===== src/rtl/mips_pkg.sv =====
// Definitions shared by the MIPS front end: fetch FSM states, opcodes, reset PC.
package mips_pkg;

    typedef enum logic [1:0] {
        ST_IDLE  = 2'd0,
        ST_REQ   = 2'd1,
        ST_HOLD  = 2'd2,
        ST_FAULT = 2'd3
    } fetch_state_t;

    localparam logic [5:0] OP_RTYPE = 6'h00;
    localparam logic [5:0] OP_J     = 6'h02;
    localparam logic [5:0] OP_JAL   = 6'h03;
    localparam logic [5:0] OP_BEQ   = 6'h04;
    localparam logic [5:0] OP_BNE   = 6'h05;
    localparam logic [5:0] OP_ADDI  = 6'h08;
    localparam logic [5:0] OP_ADDIU = 6'h09;
    localparam logic [5:0] OP_SLTI  = 6'h0A;
    localparam logic [5:0] OP_ANDI  = 6'h0C;
    localparam logic [5:0] OP_ORI   = 6'h0D;
    localparam logic [5:0] OP_LUI   = 6'h0F;
    localparam logic [5:0] OP_LW    = 6'h23;
    localparam logic [5:0] OP_SW    = 6'h2B;

    localparam logic [31:0] DEFAULT_RESET_PC = 32'h0000_0000;
    localparam int          WAIT_W           = 8;

    // Word offset from a 16-bit branch immediate, as a 32-bit byte offset.
    function automatic logic [31:0] branch_offset(input logic [15:0] imm);
        return {{14{imm[15]}}, imm, 2'b00};
    endfunction

endpackage


===== src/rtl/next_pc.sv =====
// Next-PC selection: jump beats taken branch beats sequential; all mod 2^32.
module next_pc
    import mips_pkg::*;
(
    input  logic [31:0] pc,
    input  logic [31:0] instr,
    input  logic        jump,
    input  logic        pcsrc,
    output logic [31:0] pc_plus4,
    output logic [31:0] npc
);

    assign pc_plus4 = pc + 32'd4;

    always_comb begin
        npc = pc_plus4;
        if (jump)
            npc = {pc_plus4[31:28], instr[25:0], 2'b00};
        else if (pcsrc)
            npc = pc_plus4 + branch_offset(instr[15:0]);
    end

endmodule


===== src/rtl/fetch_unit.sv =====
// Instruction fetch: owns the PC, handshakes with imem, holds the word for decode.
module fetch_unit
    import mips_pkg::*;
#(
    parameter logic [31:0] RESET_PC = DEFAULT_RESET_PC,
    parameter int          MAX_WAIT = 16
) (
    input  logic        clk,
    input  logic        rst_n,
    output logic        ImemReq,
    output logic [31:0] ImemAddr,
    input  logic        ImemAck,
    input  logic [31:0] ImemRdata,
    input  logic        Advance,
    input  logic        Jump,
    input  logic        PCSrc,
    output logic [31:0] Instr,
    output logic        InstrValid,
    output logic [31:0] PC,
    output logic [31:0] PCPlus4,
    output logic        Fault
);

    localparam logic [WAIT_W-1:0] WAIT_LAST = WAIT_W'(MAX_WAIT - 1);

    fetch_state_t      state_q, state_d;
    logic [WAIT_W-1:0] wait_cnt;
    logic [31:0]       pc_q, instr_q, npc;

    next_pc u_next_pc (
        .pc       (pc_q),
        .instr    (instr_q),
        .jump     (Jump),
        .pcsrc    (PCSrc),
        .pc_plus4 (PCPlus4),
        .npc      (npc)
    );

    always_ff @(posedge clk or negedge rst_n) begin
        if (!rst_n) state_q <= ST_IDLE;
        else        state_q <= state_d;
    end

    always_comb begin
        state_d = state_q;
        unique case (state_q)
            ST_IDLE:  state_d = ST_REQ;
            ST_REQ: begin
                if (ImemAck)                    state_d = ST_HOLD;
                else if (wait_cnt == WAIT_LAST) state_d = ST_FAULT;
            end
            ST_HOLD:  if (Advance) state_d = ST_REQ;
            ST_FAULT: state_d = ST_FAULT;
            default:  state_d = ST_IDLE;
        endcase
    end

    // PC only moves on a retiring HOLD cycle, so Jump/PCSrc are only sampled there.
    always_ff @(posedge clk or negedge rst_n) begin
        if (!rst_n) begin
            pc_q     <= RESET_PC;
            instr_q  <= '0;
            wait_cnt <= '0;
        end else begin
            if (state_q == ST_REQ) begin
                if (ImemAck) begin
                    instr_q  <= ImemRdata;
                    wait_cnt <= '0;
                end else begin
                    wait_cnt <= wait_cnt + 1'b1;
                end
            end
            if (state_q == ST_HOLD && Advance)
                pc_q <= npc;
        end
    end

    // Status outputs decode the state flop directly, so they carry no input path.
    always_comb begin
        ImemReq    = (state_q == ST_REQ);
        InstrValid = (state_q == ST_HOLD);
        Fault      = (state_q == ST_FAULT);
    end

    assign ImemAddr = pc_q;
    assign PC       = pc_q;
    assign Instr    = instr_q;

endmodule

===== config.mk =====
export PLATFORM = sky130hd
export DESIGN_NAME = fetch_unit
export DESIGN_NICKNAME = d
export VERILOG_FILES = /design/src/rtl/mips_pkg.sv /design/src/rtl/next_pc.sv /design/src/rtl/fetch_unit.sv
export SDC_FILE = /design/constraint.sdc
export NUM_CORES = 1
export LEC_CHECK = 0
export BUFFER_PORTS_ARGS = -buffer_cell sky130_fd_sc_hd__buf_4
export CELL_PAD_IN_SITES_DETAIL_PLACEMENT = 1
export CELL_PAD_IN_SITES_GLOBAL_PLACEMENT = 2
export CORE_AREA = 2 2 105 209
export CTS_CLUSTER_DIAMETER = 100
export DETAILED_ROUTE_END_ITERATION = 12
export DIE_AREA = 0 0 107 211
export PLACE_DENSITY = 0.89
export SLEW_MARGIN = 20
export SYNTH_ARGS = -nofsm -noshare
export SYNTH_HDL_FRONTEND = slang
export SYNTH_SLANG_ARGS = --single-unit

===== constraint.sdc =====
create_clock -name clk -period 3.75 [get_ports clk]
set_input_delay 0.1875 -clock clk [delete_from_list [all_inputs] [get_ports clk]]
set_output_delay 0.1875 -clock clk [all_outputs]
set_load 0.01 [all_outputs]

## Word level (Yosys, flattened, before mapping)

Index checks and enable logic that the tools add are counted.
Widths: inputs -> output; s select.

| storage, ports and cells | value |
|---|---|
| bits in registers | 74 |
| output and inout port bits | 131 |
| word-level logic and storage cells | 24 |

| cells by class | value |
|---|---|
| add/subtract/negate cells | 3 |
| eq/ne operators | 6 |
| mux-type cells | 7 |
| reductions and logical operators | 4 |

Operator list:

| operator | number |
|---|---|
| $mux 32 | 2 |
| $add 32x3->32 const B | 1 |
| $add 32x32->32 | 1 |
| $add 8x1->8 const B | 1 |
| $eq 8x4->1 const B | 1 |
| $mux 8 | 1 |
| $pmux 2 s4 | 1 |
| $mux 2 | 3 |
| $eq 2x2->1 const B | 2 |
| $reduce_and 2->1 | 2 |
| $ne 3x1->1 const B | 1 |
| $eq 2x1->1 const B | 1 |
| $logic_not 2->1 | 1 |
| $ne 2x2->1 const B | 1 |
| $logic_and 1x1->1 | 1 |

## Depth between registers and ports, before layout

Gate-level depths: netlist of run 1.

| logic depth | value |
|---|---|
| depth after elaboration | 4 |
| gate-level depth with buffers | 16 |
| mapped depth without buffers | 16 |

## Hierarchy

From an unflattened synthesis of run 1, not the netlist that was laid out.

| unflattened totals | value |
|---|---|
| cell total of the unflattened synthesis | 681 |
| area, all modules | 5798.1 um^2 |

Modules (own cells, without submodules):

| module | instances | cells each | area an instance (um^2) | seq. area each (um^2) |
|---|---|---|---|---|
| fetch_unit | 1 | 289 | 3156.8 | 1851.8 |
| next_pc | 1 | 392 | 2641.3 | 0.0 |

## Worst setup path before layout of run 1

Ideal clock, no wire load.

| timing path | value |
|---|---|
| path kind | reg2reg |
| start | register pc_q[3] (netlist: ImemAddr[3]) |
| end | register pc_q[31] (netlist: ImemAddr[31]) |
| data arrival time | 3.640 ns |
| required time | 3.621 ns |
| slack | -0.019 ns |
| cell stages (with the launch flop) | 16 |
| cell sequence | dfrtp_1 ha_1 nand4_1 nor3_2 nand3_1 nor2_1 xor2_1 ha_1 and3_1 a311o_1 a21oi_1 a31oi_1 a41oi_1 a21o_1 nand3_2 xor2_1 |

| on the way | value |
|---|---|
| cells in the longest elaborated chain, start to end | 4 |

Ends and longest elaborated chain:

| what | RTL line | RTL |
|---|---|---|
| start: declaration | fetch_unit.sv:28 | `logic [31:0] pc_q, instr_q, npc;` |
| start signal: assignment | fetch_unit.sv:74 | `pc_q <= npc;` |
| $add 32x3->32 | next_pc.sv:13 | `assign pc_plus4 = pc + 32'd4;` |
| net PCPlus4[20] | fetch_unit.sv:20 | `output logic [31:0] PCPlus4,` |
| $add 32x32->32 | next_pc.sv:20 | `npc = pc_plus4 + branch_offset(instr[15:0]);` |
| $mux 32 | next_pc.sv:19 | `else if (pcsrc)` |
| $mux 32 | next_pc.sv:17 | `if (jump)` |

The timed path passes the listed nets, and every way through them passes these cells.
A chain may end at the register's enable or synchronous reset.

## Worst setup path after layout of run 1

| timing path | value |
|---|---|
| start | register pc_q[2] (netlist: ImemAddr[2]) |
| end | register pc_q[27] (netlist: ImemAddr[27]) |

| on the way | value |
|---|---|
| cells in the longest elaborated chain, start to end | 4 |

Ends and longest elaborated chain:

| what | RTL line |
|---|---|
| $add 32x3->32 * | next_pc.sv:13 |
| $add 32x32->32 | next_pc.sv:20 |
| $mux 32 * | next_pc.sv:19 |
| $mux 32 * | next_pc.sv:17 |

Mark *: on every way between the ends. The rest lies on a longest branch, timed or not.

==> reports/metrics.cfg, run 1 <==
[detailed_routing]
drcViolationCount = 0
drtIter0Drc = 192
dr_total_vias = 5915
routed_wl_mm = 22.88
viasPerCell = 5.267
drt_pre_antenna_iters = 4
ant_nets = 0
route.detailed.wl_per_inst_um = 20.37

[clock_network]
cts_max_path_buffers = 2
clkSlewWorstSetupHoldPaths_ns = 0.06
root_buffer = clkbuf_16
cts-buffers-inserted = 9
cts_sinks = 72
cts_tree = built
h-tree-depth = 3
clk_latency_ns = 0.37

[worst_setup_path]
critPathMaxFanout = 4
worstSetupPathType = flip-flop to flip-flop
required_ns = 3.97
end_kind = flip-flop
reg2reg_slack_ns = 0.15
arrival_ns = 3.82
startpoint_type = flip-flop

[synthesis]
synth.area.top_cells = dfrtp_1 31%, ha_1 8.0%, mux2_2 6.2%
yosys.area.top_type = dfrtp_1
yosysSeqAreaShare_pct = 30.95
synthTopCellsByCount = 76 x nand2_1, 72 x dfrtp_1, 52 x a21oi_1
synth-seq-cells = 72
synth_most_common_cell = nand2_1
syn-cell-area_um2 = 5821
synth_ff_type = dfrtp_1
synth_area_per_cell_um2 = 8.766
ys_types = 70
synth_edf_count = 0
yosys_warnings = 0
async_reset_ff_share_pct = 100.0
netlist_instances = 664
netlist.area_leader.share_pct = 30.95

[timing]
whs_ns = 0.01925
hold_viol = 0
rsz0062_at_grt = true
period_needed_ns = 3.601
max_freq_ghz = 0.2777
tightestPinTransition_ns = 0.9457
fin_worst_skew_ns = 0.008000
fin_crit_sh_pct = 96.02
slew_violations = 0
setup_violations = 0
finalWorstSetupSlack_ns = 0.1492
slew_headroom_pct = 36.61
finalSetupTns_ns = 0

[final_layout]
drive_above_1_share_pct = 38.88
fin_nets = 925
finish.utilization_pct = 38.22
area_delta_synth_final_pct = 37.42
antennaDiodeCount = 0

[global_routing]
first_global_vias = 6430
track_usage_pct = 20.58
grt_pass1_wl_mm = 35.07
grt_max_degree = 73
gr-total-overflow = 0
antenna_found_initial = 0

[power_and_ir_drop]
power_density_nw_per_um2 = 939.9
leakagePower_nw = 3.904
vdd_drop_max_mv = 0.4933

[floorplanning]
dieArea_um2 = 22580
core_um2 = 20930
boundaryPins = 169
fp.dieW_um = 107
row_count = 75
die_h_um = 211
initial_utilization_pct = 27.81

[flow_run]
drv_cap = 0

[hold_path]
hp-class = input pin to flip-flop

[place]
hpwl_mm = 17.86
place.gp.congestion = 0.9408
pre_cts_ws_ns = -0.05376
portBuffers = 162

[outcome]
outcome = completed

## cell families after synthesis
group / Yosys count / synth area share [%]
simple gates: 197 / 17.13
compound gates: 184 / 19.99
buf+inv: 77 / 7.674
flops: 72 / 30.95
xor+xnor: 53 / 7.975
mux: 42 / 7.911
fa+ha+maj: 38 / 8.297
other cells: 1 / 0.06443
## power by group
group / switching (mW) / internal [mW]
Combinational: 2.62 / 2.47
Clock: 0.402 / 0.472
Sequential: 0.466 / 1.09
## stage by stage
| step | cells | power, mW | cell area [um^2] |
|---|---|---|---|
| 2_1_floorplan | 669 | 4.244 | 5847 |
| 5_1_grt | 1123 | 8.047 | 7999 |
| 3_5_place_dp | 1104 | 6.460 | 7507 |
| 4_1_cts | 1120 | 7.388 | 7805 |
| 6_report | 1123 | 7.518 | 7999 |
| 3_3_place_gp | 1104 | 6.343 | 7507 |
## worst paths after layout
kind	from	endpoint	depth (start not counted)
worst max register to register	ImemAddr[2]	ImemAddr[27]	16
max in group asynchronous	rst_n	ImemAddr[27]	2
worst max-delay path	ImemAddr[2]	ImemAddr[27]	16
worst min-delay path	Advance	state_q[1]	2
min in group asynchronous	rst_n	Instr[28]	2
worst min register to register	wait_cnt[1]	wait_cnt[1]	2
## worst max-delay path: stages, from the launching register on
cell	delay [ns]
dfrtp_1	0.36
buf_4	0.14
nand3_2	0.13
nor4_4	0.37
and3_2	0.24
nand2_1	0.07
xnor2_1	0.15
buf_4	0.18
ha_1	0.24
a21oi_1	0.15
a21boi_0	0.12
a311o_1	0.35
a21oi_2	0.20
a31oi_4	0.15
a21oi_2	0.20
xor2_1	0.30
a22oi_1	0.12
## registers in the layout, summed over array words and instances (netlist names)
signal / cells
ImemAddr: 30
wait_cnt: 8
Instr: 32
state_q: 2
## per-layer routing
layer	wire [um]	vias to the layer above	GRT usage, %
met5	0	-	0
met4	1405	0	13.61
met3	812	74	2.746
met2	13100	184	40.35
met1	7556	2939	19.10
li1	-	2718	-
## repair_timing
item                       in CTS  in global routing
pin swaps                       0                  6
setup endpoints to repair       3                 16
buffers inserted                0                  2
hold endpoints to repair        0                 72
hold buffers                    0                  1
resized for setup               4                 35
cloned                          0                  0
## final cells by class
type	count	area (um^2)
fill	2462	12930
multi-input combinational	520	3786
sequential	72	1802
timing repair buffer	230	1733
tap	269	336.6
clock buffer	11	242.7
inverter	16	60.06
clock inverter	5	38.79
## layout by cell type, fill, tap and decap left out, types with 4 or more instances in the layout
cell | netlist | final
and3_1 | 13 | 11
nand4_1 | 7 | 7
dfrtp_1 | 72 | 72
a31o_2 | 4 | 4
mux2i_1 | 10 | 10
inv_1 | 16 | 16
xor2_1 | 21 | 18
nand3_2 | 3 | 6
and3_2 | 4 | 6
a21o_1 | 20 | 20
o22ai_1 | 6 | 6
nor3_1 | 7 | 5
nand2_1 | 76 | 75
nor2b_1 | 5 | 5
conb_1 | 1 | 6
a21oi_2 | 0 | 6
clkbuf_16 | 0 | 9
a21oi_1 | 52 | 46
xnor2_1 | 32 | 29
ha_1 | 37 | 33
o21ai_0 | 49 | 46
o21bai_1 | 7 | 7
nor2_1 | 40 | 39
buf_4 | 36 | 228
a211oi_1 | 4 | 4
mux2_2 | 32 | 32
nand3_1 | 16 | 13
o211ai_1 | 4 | 4
Note: power is estimated with default switching activity, not from simulation.
==> inputs of run 2 (changes only) <==
Settings changed: CORE_AREA 2 2 105 209 to 8 8 111 215, DIE_AREA 0 0 107 211 to 0 0 119 223.
==> run 2 against run 1 <==
  * Combinational power decreased by 5.3%
  * Highest routed layer unchanged
  * Sequential power about the same
  * First-iteration DRC count is 6.8% lower
  * Die area is 18% higher
  * The run now ends with hold timing left
  * Clock power increased by 7.2%
  * Clock skew increased by 0.0093 ns
  * Critical endpoint is now ImemAddr[28]
==> reports/metrics.cfg, run 2 (synthesis gave the netlist of run 1 again) <==
[outcome]
outcome = complete, but fails checks
violations = hold timing

[clock_network]
cts_sinks = 72  ; unchanged
clkSlewWorstSetupHoldPaths_ns = 0.08  ; +0.02 ns
h-tree-depth = 3  ; unchanged
clk_latency_ns = 0.35  ; -0.02 ns
root_buffer = clkbuf_16
cts-buffers-inserted = 9  ; unchanged
cts_max_path_buffers = 2  ; unchanged
cts_tree = built

[worst_setup_path]
end_kind = flip-flop
required_ns = 3.99  ; +0.02 ns
worstSetupPathType = flip-flop to flip-flop
crit_slowest_cell = dfrtp_2
critPathMaxFanout = 6  ; +2
arrival_ns = 3.79  ; -0.03 ns
worstPathCellList = nand3_2 > nor4_4 > buf_4 > nand3_2 > nor3_2 > xor2_1 > ha_1 > and4_1 > nor2b_2 > a2111oi_1 > a21oi_1 > xnor2_1 > o21ai_1
slowest_delay_ns = 0.43  ; +0.06 ns
startpoint_type = flip-flop
crit_top_cell = nand3_2

[timing]
tightestPinTransition_ns = 0.9973  ; +0.05161 ns
slew_headroom_pct = 33.27  ; -3.3 points
period_needed_ns = 3.555  ; -0.04594 ns
slew_violations = 0  ; unchanged
hold_viol = 1  ; +1
max_freq_ghz = 0.2813  ; +1.3%
fin_worst_skew_ns = 0.01725  ; +0.009252 ns
fin_crit_sh_pct = 94.80  ; -1.2 points
rsz0062_at_grt = true
whs_ns = -0.002406  ; -0.02166 ns
setup_violations = 0  ; unchanged

[hold_path]
hp-class = input pin to async pin

[final_layout]
final_common_cell = buf_4
final_cells = 1111  ; -1.1%
drive_above_1_share_pct = 37.59  ; -1.3 points
largest_reg_flops = 32  ; unchanged
fin_nets = 909  ; -1.7%
final_cell_mix = 214 x buf_4, 76 x nand2_1, 70 x dfrtp_1
area_delta_synth_final_pct = 35.43
final_area_um2 = 7883  ; -1.5%
antennaDiodeCount = 0  ; unchanged

[global_routing]
gr-total-overflow = 0  ; unchanged
grt_max_degree = 73  ; unchanged
grt_pass1_wl_mm = 34.27  ; -2.3%
antenna_found_initial = 0  ; unchanged
track_usage_pct = 15.99  ; -4.6 points
first_global_vias = 6261  ; -2.6%

[detailed_routing]
routed_wl_mm = 21.60  ; -5.6%
drt_pre_antenna_iters = 5  ; +1
ant_nets = 0  ; unchanged
drcViolationCount = 0  ; unchanged
drtIter0Drc = 179  ; -6.8%
dr_total_vias = 5710  ; -3.5%
viasPerCell = 5.140  ; -2.4%
route.detailed.wl_per_inst_um = 19.44  ; -4.6%

[floorplanning]
core_um2 = 21210  ; +1.3%
initial_utilization_pct = 27.45  ; -0.37 points
die_h_um = 223  ; +5.7%
row_count = 76  ; +1.3%
dieArea_um2 = 26540  ; +18%
fp.dieW_um = 119  ; +11%
boundaryPins = 169  ; unchanged

[place]
hpwl_mm = 16.56  ; -7.3%
place.gp.congestion = 0.8694  ; -7.6%
dpl_cell_area_um2 = 7362  ; -1.9%
place_inst = 1088  ; -1.4%
portBuffers = 162  ; unchanged

[flow_run]
drv_cap = 0  ; unchanged

[power_and_ir_drop]
leakagePower_nw = 3.853  ; -1.3%
power.total_mw = 7.297  ; -2.9%
vdd_drop_max_mv = 0.4812  ; -2.4%
power_density_nw_per_um2 = 925.7  ; -1.5%

-- run 2: worst max-delay path: cells and delay by family, from the launching register on --
family	cells	cell delay, ns
AND/OR/NAND/NOR	6	1.35
flip-flops	1	0.43
buffers and inverters	1	0.19
adder cells (fa/ha/maj)	1	0.35
AO/OA/AOI/OAI	3	0.62
XOR/XNOR	2	0.53
-- run 2: repair_timing --
item                                    in CTS  in global routing
setup buffers                                1                  6
endpoints found under the setup margin       6                 14
resized for setup                            6                 32
gates cloned                                 0                  0
pin swaps                                    1                  9
hold buffers                                 0                  0
-- run 2: final cells by class --
class	count	area, um^2
Clock inverter	7	83.83
Fill cell	2496	13320
Tap cell	273	341.6
Sequential cell	72	1804
Inverter	16	60.06
Clock buffer	9	225.2
Multi-Input combinational cell	520	3761
Timing Repair Buffer	214	1607
-- run 2: through the flow --
stage	utilization (%)	TNS, ns	setup slack [ns]
2_1_floorplan	-	0	0.03554
3_3_place_gp	34.72	0	0.01678
5_1_grt	37.17	-0.1777	-0.05812
4_1_cts	36.38	0	0.04173
3_5_place_dp	34.72	-0.1300	-0.06032
6_report	37.17	0	0.1951
-- run 2: report_power, final --
| part | total (mW) | internal (mW) | switching [mW] |
|---|---|---|---|
| registers | 1.54 | 1.09 | 0.452 |
| logic | 4.82 | 2.34 | 2.48 |
| clock network | 0.936 | 0.530 | 0.406 |
-- run 2: layer usage --
metal	part of all wire [%]	vias to the layer above	wire length, um	GRT usage (%)
met5	0	-	0	0
met4	1.5	0	331	4.517
met3	7.5	23	1618	5.141
met2	49	185	10540	27.23
met1	42	2809	9113	18.65
li1	-	2693	-	-
-- run 2: worst paths after layout --
kind	slack, ns	from	depth (start not counted)	to
worst min-delay path	-0.002	rst_n	1	Instr[29]
max in group asynchronous	3.05	rst_n	1	ImemAddr[8]
min in group clk	0.05	ImemRdata[23]	3	Instr[23]
worst max register to register	0.20	ImemAddr[8]	13	ImemAddr[28]
worst max-delay path	0.20	ImemAddr[8]	13	ImemAddr[28]
worst min register to register	0.50	wait_cnt[1]	2	wait_cnt[1]
==> inputs of run 3 (changes only) <==
==> constraint.sdc (replaced) <==
create_clock -name clk -period 3.75 [get_ports clk]
set_input_delay 0.75 -clock clk [delete_from_list [all_inputs] [get_ports clk]]
set_output_delay 0.75 -clock clk [all_outputs]
set_load 0.01 [all_outputs]
==> run 3 against run 2 <==
  * Global-route usage is 0.097 points lower
  * Clock power is 4.7% lower
  * Register-to-register slack about the same
  * The run now ends clean
  * Maximum frequency fell by 0.41%
  * First-iteration DRC count grew 16%
  * Clock skew shrank 0.0078 ns
  * Via count is 1.1% lower
  * Total power decreased by 1.4%
  * Sequential share of layout area grew 0.13 points
  * Critical path depth rose by 4
  * Non-clock buffer count unchanged
  * Combinational power is 0.8% lower
  * Highest routed layer unchanged
==> reports/metrics.cfg, run 3 (synthesis gave the netlist of run 1 again) <==
[outcome]
outcome = completed

[clock_network]
cts_max_path_buffers = 2  ; unchanged
h-tree-depth = 3  ; unchanged
clkSlewWorstSetupHoldPaths_ns = 0.07  ; about the same
cts_sinks = 72  ; unchanged
cts-buffers-inserted = 9  ; unchanged
clk_latency_ns = 0.35  ; about the same
ctsHoldBuffers = 0  ; unchanged
cts_tree = built
root_buffer = clkbuf_16

[global_routing]
antenna_found_initial = 0  ; unchanged
track_usage_pct = 15.90  ; -0.097 points
grt_pass1_wl_mm = 33.86  ; -1.2%
first_global_vias = 6130  ; -2.1%
gr-total-overflow = 0  ; unchanged
grt_max_degree = 73  ; unchanged

[worst_setup_path]
slowest_delay_ns = 0.36  ; -0.07 ns
startpoint_type = flip-flop
crit_buf_inv = 2  ; +1
crit_family = compound AO/OA/AOI/OAI gates
end_kind = flip-flop
r2r-start = ImemAddr[3]
reg2reg_slack_ns = 0.18  ; about the same
critPathLaunch = ImemAddr[3]
arrival_ns = 3.82  ; +0.03 ns
required_ns = 4.00  ; about the same
worstPathCellList = buf_4 > nand3_2 > nor4_4 > buf_4 > nand3_2 > nor2_4 > nand3_1 > xnor2_1 > ha_1 > a21o_1 > a21o_1 > a21o_1 > a21oi_1 > a21oi_1 > nor2_1 > a21oi_1 > a311oi_1
critPathMaxFanout = 6  ; unchanged
crit_slowest_cell = dfrtp_1
worstSetupPathType = flip-flop to flip-flop

[power_and_ir_drop]
swShare_pct = 45.45  ; -0.32 points
p_int_mw = 3.924  ; -0.84%
leakagePower_nw = 3.809  ; -1.1%
power_density_nw_per_um2 = 919.1  ; -0.71%
seqPwrFrac_pct = 21.1  ; about the same
p_comb_share_pct = 66.5  ; +0.5 points
p_clk_share_pct = 12.4  ; -0.4 points
p_sw_mw = 3.269  ; -2.1%
power.total_mw = 7.193  ; -1.4%
vdd_drop_max_mv = 0.3804  ; -21%

[place]
portBuffers = 162  ; unchanged
dpl_cell_area_um2 = 7407  ; +0.61%
place.gp.congestion = 0.8615  ; -0.91%
hpwl_mm = 16.56  ; about the same
place_inst = 1094  ; +0.55%

[timing]
slew_headroom_pct = 33.96  ; +0.69 points
hold_viol = 0  ; -1
period_needed_ns = 3.570  ; +0.01467 ns
tightestPinTransition_ns = 0.9906  ; -0.006658 ns
whs_ns = 0.5145  ; +0.5169 ns
max_freq_ghz = 0.2801  ; -0.41%
fin_crit_sh_pct = 95.19  ; +0.39 points
rsz0062_at_grt = true
fin_worst_skew_ns = 0.009441  ; -0.007811 ns
setup_violations = 0  ; unchanged
slew_violations = 0  ; unchanged

[final_layout]
largest_reg_flops = 32  ; unchanged
multi_input_area_um2 = 3721  ; -1.1%
antennaDiodeCount = 0  ; unchanged
area_delta_synth_final_pct = 34.46
drive_above_1_share_pct = 36.32  ; -1.3 points
layout.filler_cells = 2554  ; +2.3%
final_cell_mix = 214 x buf_4, 76 x nand2_1, 72 x dfrtp_1
fin_nets = 909  ; unchanged
register_area_um2 = 1802  ; -0.14%
final_common_cell = buf_4
final_cells = 1110  ; -0.090%
finish.utilization_pct = 36.91  ; -0.27 points
final_area_um2 = 7826  ; -0.71%

[floorplanning]
dieArea_um2 = 26540  ; unchanged
fp.dieW_um = 119  ; unchanged
die_h_um = 223  ; unchanged
initial_utilization_pct = 27.45  ; unchanged
core_um2 = 21210  ; unchanged
boundaryPins = 169  ; unchanged
row_count = 76  ; unchanged

[hold_path]
hp-class = flip-flop to flip-flop
worstHoldStart = Instr[30]

[detailed_routing]
routed_wl_mm = 21.39  ; -0.98%
route.detailed.wl_per_inst_um = 19.27  ; -0.89%
drcViolationCount = 0  ; unchanged
viasPerCell = 5.089  ; -0.98%
dr_total_vias = 5649  ; -1.1%
drt_pre_antenna_iters = 4  ; -1
drtIter0Drc = 208  ; +16%
ant_nets = 0  ; unchanged

[flow_run]
drv_cap = 0  ; unchanged

[run 3: cell types whose count changed in the layout (fill, tap and decap cells not counted), moves of 2 or more]
cell        delta
xor2_1         -2
xor2_2         +2
o21ai_0        +2
dfrtp_1        +2
xnor2_2        -5
inv_6          -2
clkinvlp_4     +2
nand3_2        -2
ha_1           +2
nand3_1        +2
ha_2           -2
xnor2_1        +5
dfrtp_2        -2
[run 3: area by class of cell]
| class | instances | area share, % |
|---|---|---|
| clock buffers | 9 | 2.878 |
| clock inverters | 6 | 0.8953 |
| inverters | 16 | 0.7674 |
| multi-input cells | 520 | 47.55 |
| flip-flops and latches | 72 | 23.02 |
| well taps | 273 | 4.365 |
| repair buffers | 214 | 20.53 |
[run 3: path summary, 6_finish.rpt]
path                                endpoint  depth (start not counted)
worst max-delay path            ImemAddr[30]                         17
worst min-delay path               Instr[30]                          1
worst max register to register  ImemAddr[30]                         17
worst min register to register     Instr[30]                          1
max in group asynchronous          Instr[14]                          1
min in group asynchronous          Instr[29]                          1
[run 3: stage by stage]
stage / setup TNS (ns) / setup WS, ns
floorplan: 0 / 0.03554
global placement: -0.02808 / -0.02808
detailed placement: -0.2455 / -0.1793
CTS: -0.02229 / -0.02229
global route: -0.01705 / -0.01415
finish: 0 / 0.1804
[run 3: repair_timing]
action	in CTS	in global routing
resized for setup	9	17
setup buffers	1	0
endpoints found under the setup margin	5	16
pin swaps	1	7
[run 3: metal layers]
| layer | share of wire (%) | GRT usage [%] | up-vias | wire length [um] |
|---|---|---|---|---|
| li1 | - | - | 2689 | - |
| met1 | 43 | 18.95 | 2768 | 9143 |
| met2 | 48 | 26.37 | 179 | 10290 |
| met3 | 7.8 | 5.292 | 13 | 1671 |
| met4 | 1.3 | 4.682 | 0 | 278 |
| met5 | 0 | 0 | - | 0 |
[run 3: power by group through the flow]
stage	Clock [mW]	Sequential [mW]	Combinational [mW]
floorplan	0	1.60	2.64
global placement	0	1.51	4.59
detailed placement	0	1.53	4.68
CTS	0.919	1.52	4.75
global route	0.954	1.57	5.24
finish	0.892	1.52	4.78
